## src/rtl/uart_tx_arbiter.sv

```systemverilog
// Round-robin arbiter that shares one byte-wide UART transmitter among
// NUM_REQ requesters. A grant is held for a whole packet. It is released on
// the last byte, after IDLE_TIMEOUT idle cycles, or after MAX_PKT bytes.
//
// Handshake: a byte moves on any interface in a cycle where valid & ready
// are both high at the clock edge. A source holds valid and data stable
// until the transfer. ready may depend combinationally on the downstream
// side: req_ready[g] = ~tx_valid | tx_ready. tx_valid never depends on
// tx_ready.
module uart_tx_arbiter #(
  parameter int NUM_REQ      = 4,
  parameter int MAX_PKT      = 64,
  parameter int IDLE_TIMEOUT = 255
) (
  input  logic                 clk,
  input  logic                 rst_n,
  input  logic [NUM_REQ-1:0]   req_valid,
  input  logic [8*NUM_REQ-1:0] req_data,
  input  logic [NUM_REQ-1:0]   req_last,
  output logic [NUM_REQ-1:0]   req_ready,
  output logic                 tx_valid,
  output logic [7:0]           tx_data,
  input  logic                 tx_ready,
  output logic [2:0]           grant_id,
  output logic                 busy,
  output logic                 err_abort,
  output logic [1:0]           state_dbg
);

  localparam int BCW = $clog2(MAX_PKT + 1);
  localparam int ICW = $clog2(IDLE_TIMEOUT + 1);

  typedef enum logic [1:0] {
    S_IDLE  = 2'd0,
    S_GRANT = 2'd1,
    S_DRAIN = 2'd2
  } state_t;

  state_t           state_q, state_d;
  logic [2:0]       rr_ptr, rr_d;
  logic [2:0]       grant_d;
  logic [BCW-1:0]   byte_cnt, byte_d;
  logic [ICW-1:0]   idle_cnt, idle_d;
  logic             tx_valid_d;
  logic [7:0]       tx_data_d;
  logic             abort_d;
  logic             gnt_ready;
  logic             win_found;
  logic [2:0]       win_id;
  logic [3:0]       scan_idx;
  logic             cur_valid;
  logic             cur_last;
  logic [7:0]       cur_data;

  // Round-robin scan: the first valid requester at or after rr_ptr, with wrap.
  always_comb begin
    win_found = 1'b0;
    win_id    = '0;
    scan_idx  = '0;
    for (int k = 0; k < NUM_REQ; k++) begin
      scan_idx = {1'b0, rr_ptr} + 4'(k);
      if (scan_idx >= 4'(NUM_REQ)) scan_idx = scan_idx - 4'(NUM_REQ);
      for (int i = 0; i < NUM_REQ; i++) begin
        if (!win_found && req_valid[i] && (scan_idx == 4'(i))) begin
          win_found = 1'b1;
          win_id    = 3'(i);
        end
      end
    end
  end

  // Select the current grantee's valid/last/data lanes.
  always_comb begin
    cur_valid = 1'b0;
    cur_last  = 1'b0;
    cur_data  = '0;
    for (int i = 0; i < NUM_REQ; i++) begin
      if (grant_id == 3'(i)) begin
        cur_valid = req_valid[i];
        cur_last  = req_last[i];
        cur_data  = req_data[8*i +: 8];
      end
    end
  end

  // Only the grantee sees ready, and only while the output register can take a byte.
  always_comb begin
    req_ready = '0;
    for (int i = 0; i < NUM_REQ; i++) begin
      req_ready[i] = gnt_ready && (grant_id == 3'(i));
    end
  end

  // Next-state and datapath decisions for IDLE / GRANT / DRAIN.
  always_comb begin
    state_d    = state_q;
    rr_d       = rr_ptr;
    grant_d    = grant_id;
    byte_d     = byte_cnt;
    idle_d     = idle_cnt;
    tx_valid_d = tx_valid;
    tx_data_d  = tx_data;
    abort_d    = 1'b0;
    gnt_ready  = 1'b0;

    // The output register empties on a drain unless a new byte loads below.
    if (tx_valid && tx_ready) tx_valid_d = 1'b0;

    case (state_q)
      S_IDLE: begin
        if (win_found) begin
          grant_d = win_id;
          byte_d  = '0;
          idle_d  = '0;
          state_d = S_GRANT;
        end
      end
      S_GRANT: begin
        gnt_ready = ~tx_valid | tx_ready;
        if (cur_valid && gnt_ready) begin
          tx_valid_d = 1'b1;
          tx_data_d  = cur_data;
          byte_d     = byte_cnt + BCW'(1);
          idle_d     = '0;
          if (cur_last) begin
            state_d = S_DRAIN;
          end else if (byte_cnt == BCW'(MAX_PKT - 1)) begin
            state_d = S_DRAIN;
            abort_d = 1'b1;
          end
        end else if (!cur_valid) begin
          // Only cycles with valid low count; back-pressure stalls do not.
          idle_d = idle_cnt + ICW'(1);
          if (idle_cnt == ICW'(IDLE_TIMEOUT - 1)) begin
            state_d = S_DRAIN;
            abort_d = 1'b1;
          end
        end
      end
      S_DRAIN: begin
        if (!tx_valid || tx_ready) begin
          state_d = S_IDLE;
          rr_d    = (grant_id == 3'(NUM_REQ - 1)) ? 3'd0 : grant_id + 3'd1;
        end
      end
      default: state_d = S_IDLE;
    endcase
  end

  // FSM state register.
  always_ff @(posedge clk or negedge rst_n) begin
    if (!rst_n) state_q <= S_IDLE;
    else        state_q <= state_d;
  end

  // Arbitration, counter and output-register state.
  always_ff @(posedge clk or negedge rst_n) begin
    if (!rst_n) begin
      rr_ptr    <= '0;
      grant_id  <= '0;
      byte_cnt  <= '0;
      idle_cnt  <= '0;
      tx_valid  <= 1'b0;
      tx_data   <= '0;
      err_abort <= 1'b0;
    end else begin
      rr_ptr    <= rr_d;
      grant_id  <= grant_d;
      byte_cnt  <= byte_d;
      idle_cnt  <= idle_d;
      tx_valid  <= tx_valid_d;
      tx_data   <= tx_data_d;
      err_abort <= abort_d;
    end
  end

  assign busy      = (state_q == S_GRANT) || (state_q == S_DRAIN);
  assign state_dbg = state_q;

endmodule

```

## config.mk

```make
export PLATFORM = sky130hd
export DESIGN_NAME = uart_tx_arbiter
export DESIGN_NICKNAME = d
export VERILOG_FILES = /design/src/rtl/uart_tx_arbiter.sv
export SDC_FILE = /design/constraint.sdc
export NUM_CORES = 1
export LEC_CHECK = 0
export CORE_UTILIZATION = 30
export DETAILED_ROUTE_END_ITERATION = 7
export PLACE_DENSITY = 0.55
export SYNTH_ARGS = -nofsm -noshare
export SYNTH_HDL_FRONTEND = slang
export SYNTH_SLANG_ARGS = --single-unit
export TNS_END_PERCENT = 30
```

## constraint.sdc

```tcl
create_clock -name clk -period 3.45 [get_ports clk]
set_clock_uncertainty 0.2 [all_clocks]
set_input_delay 0.345 -clock clk [delete_from_list [all_inputs] [get_ports clk]]
set_output_delay 0.345 -clock clk [all_outputs]
set_load 0.01 [all_outputs]
```

==> impl_metrics.yaml <==
pwr:
  power.total_mw: 2.36
  cellPowerDensity_mw_per_mm2: 784
  irDropWorstVdd_v: 0.000245
  leakagePower_nw: 1.27
route:
  firstDrtPassIters: 4
  ant_nets: 0
  avgViaCountPerCell: 5.00
  drt_drc_violations_left: 0
  vias: 2087
  drt_iter0_drc: 85
  wl_per_cell_um: 13.7
  routed_wl_mm: 5.72
setup_path:
  crit_path_start: "rr_ptr[0]"
  crit_chain: "or2_4 -> inv_1 -> ha_1 -> nor3b_2 -> nand2_1 -> o22a_1 -> a211o_1 -> or4_1 -> a21oi_1"
  critical_path.max_fanout: 15
  cp_top_family: "simple AND/OR/NAND/NOR gates"
  slowest_delay_ns: 0.52
  crit_cells: 9
  slowest_stage: "dfrtp_1"
  criticalPathCategory: "reg -> reg"
  ff2ff_path_depth: 9
  cp-start-kind: "flip-flop"
  r2r_start: "rr_ptr[0]"
  crit_required_ns: 3.46
  end_kind: "flip-flop"
  arrival_ns: 2.93
  cp_num_buf_inv: 1
synthesis:
  ys_ff_latch: 31
  synth_cell_types: 50
  synth_cells: 259
  ys_warn_count: 0
  synth_area_sq_mm: 0.00217
  synth_edf_count: 0
  yosysSeqAreaShare_pct: 35.7
  avgSynthCellArea_sq_um: 8.40
  async_reset_ff_share_pct: 100
  synth_flop_cell: "dfrtp_1"
sta:
  finalWorstSetupSlack_ns: 0.537
  tightest_slew_ns: 0.527
  fin_tns_setup_ns: 0
  setup_viol: 0
  fmax_mhz: 343
  holdWs_ns: 0.246
  fin_crit_ns: 2.91
  slew_violations: 0
  hold_viol: 0
  relSlewSlack_pct: 64.9
  rsz0062_at_grt: "no"
  fin_crit_sh_pct: 84.4
clock_tree:
  cts_hold_buf: 0
  cts_root_buffer: "clkbuf_8"
  cts_setup_buffers: 0
  path_clk_slew_ns: 0.07
  cts_buffers: 5
  clock_latency_ns: 0.28
  cts_max_path_buffers: 2
  post_cts_resized: 0
  htreeDepth: 2
  cts.sinks: 31
  cts_tree: "yes"
floorplan:
  io_pins: 63
  row_count: 30
  die_w_um: 87.1
  core_sq_mm: 0.00691
  initial_core_util_pct: 31.5
  chipHeight_um: 87.1
  dieArea_sq_mm: 0.00759
job:
  cap_violations: 0
global_routing:
  track_usage_pct: 16.3
  grt_pass1_wl_mm: 9.64
  antenna_found_initial: 0
  grt_pass1_vias: 2010
  grt_max_degree: 32
  grt-ovfl-total: 0
place:
  post-place-ws_ns: 0.570
  dpl.hpwl_mm: 4.27
  port_buffers: 61
  place_congestion: 0.804
final_layout:
  syn_to_final_growth_pct: 38.1
  diodes: 0
  nets: 375
  drive_gt1_share_pct: 6.54
outcome:
  status: "completed"
min_path:
  min_path_type: "in -> async"
path summary, 6_finish.rpt:
path / slack [ns] / end
setup / recovery: 0.54 / idle_cnt[7]
hold / removal: 0.25 / state_dbg[0]
setup reg to reg: 0.54 / idle_cnt[7]
hold reg to reg: 0.30 / byte_cnt[0]
max in group asynchronous: 2.51 / byte_cnt[5]
min in group clk: 0.30 / byte_cnt[0]
cell usage in the layout, fill, tap and decap left out, drive strengths merged, types with 3 or more instances in the layout:
cell type / n
a211oi: 5
a21oi: 26
a221oi: 7
a22o: 6
and2: 3
and3: 8
buf: 7
clkbuf: 6
clkdlybuf4s50: 61
conb: 3
dfrtp: 31
ha: 12
inv: 16
mux2i: 3
nand2: 25
nand2b: 4
nand3: 9
nand3b: 3
nor2: 14
nor2b: 14
nor3: 7
nor3b: 3
o21ai: 12
o31ai: 4
or4: 3
layout make-up:
type | instances | area, sq um
multi-input cells | 198 | 1270
repair buffers | 68 | 663
clock buffers | 6 | 82.6
inverters | 16 | 60.1
fillers | 742 | 3900
well taps | 96 | 120
clock inverters | 2 | 35.0
flip-flops and latches | 31 | 776
metal layers:
layer  wire length [um]  global-route usage (%)
met5                  0                       0
met4                115                    6.56
met3                259                    4.27
met2               2610                    25.9
met1               2730                    21.2
registers in the layout, indices dropped and copies added (netlist names):
name       count
byte_cnt       7
err_abort      1
grant_id       2
idle_cnt       8
rr_ptr         2
state_dbg      2
tx_data        8
tx_valid       1
cells by family (layout without fill, tap and decap cells):
kind of cell	count (synthesis)	count (layout)	synth area share, %
AND/OR/NAND/NOR	101	101	24.7
AO/OA/AOI/OAI	77	77	23.7
flip-flops	31	31	35.7
buffers and inverters	31	92	6.21
adder cells (fa/ha/maj)	12	12	6.90
multiplexers	5	5	2.42
other	2	3	0.345
per-stage QoR:
stage	area [sq um]	instances	utilization, %
detailed placement	2890	409	41.8
finish	3000	417	43.5
CTS	3000	417	43.5
floorplan	2180	260	-
global placement	2890	409	41.8
global route	3000	417	43.5
synth_stat cells, drive strengths merged, types with 2 or more instances:
| library cell | n | share of area [%] |
|---|---|---|
| and2 | 3 | 0.86 |
| nand2 | 25 | 4.3 |
| nand2b | 4 | 1.2 |
| or2 | 2 | 0.69 |
| o211ai | 2 | 0.69 |
| or4 | 3 | 1.0 |
| a21oi | 26 | 6.0 |
| inv | 16 | 2.8 |
| buf | 7 | 2.1 |
| a22o | 6 | 2.4 |
| nor3 | 7 | 1.6 |
| or3 | 2 | 0.58 |
| a211oi | 5 | 2.0 |
| o22ai | 2 | 0.58 |
| ha | 12 | 6.9 |
| a31oi | 2 | 0.58 |
| nand3 | 9 | 2.1 |
| dfrtp | 31 | 36 |
| nor2 | 14 | 2.4 |
| a221oi | 7 | 2.8 |
| nand3b | 3 | 1.0 |
| nor3b | 3 | 1.3 |
| and3 | 8 | 2.3 |
| nand4 | 2 | 0.58 |
| o21ai | 12 | 2.8 |
| mux2i | 3 | 1.4 |
| clkbuf | 8 | 1.4 |
| nor2b | 14 | 4.0 |
| conb | 2 | 0.35 |
| o31ai | 4 | 1.4 |
| mux2 | 2 | 1.0 |
report_power, final:
part,internal (mW),leakage [nW],switching [mW],total (mW)
Combinational,0.661,0.812,0.751,1.41
Clock,0.234,0.0612,0.142,0.375
Sequential,0.471,0.398,0.0982,0.569
Total,1.37,1.27,0.991,2.36
Note: power is estimated with default switching activity, not from simulation.
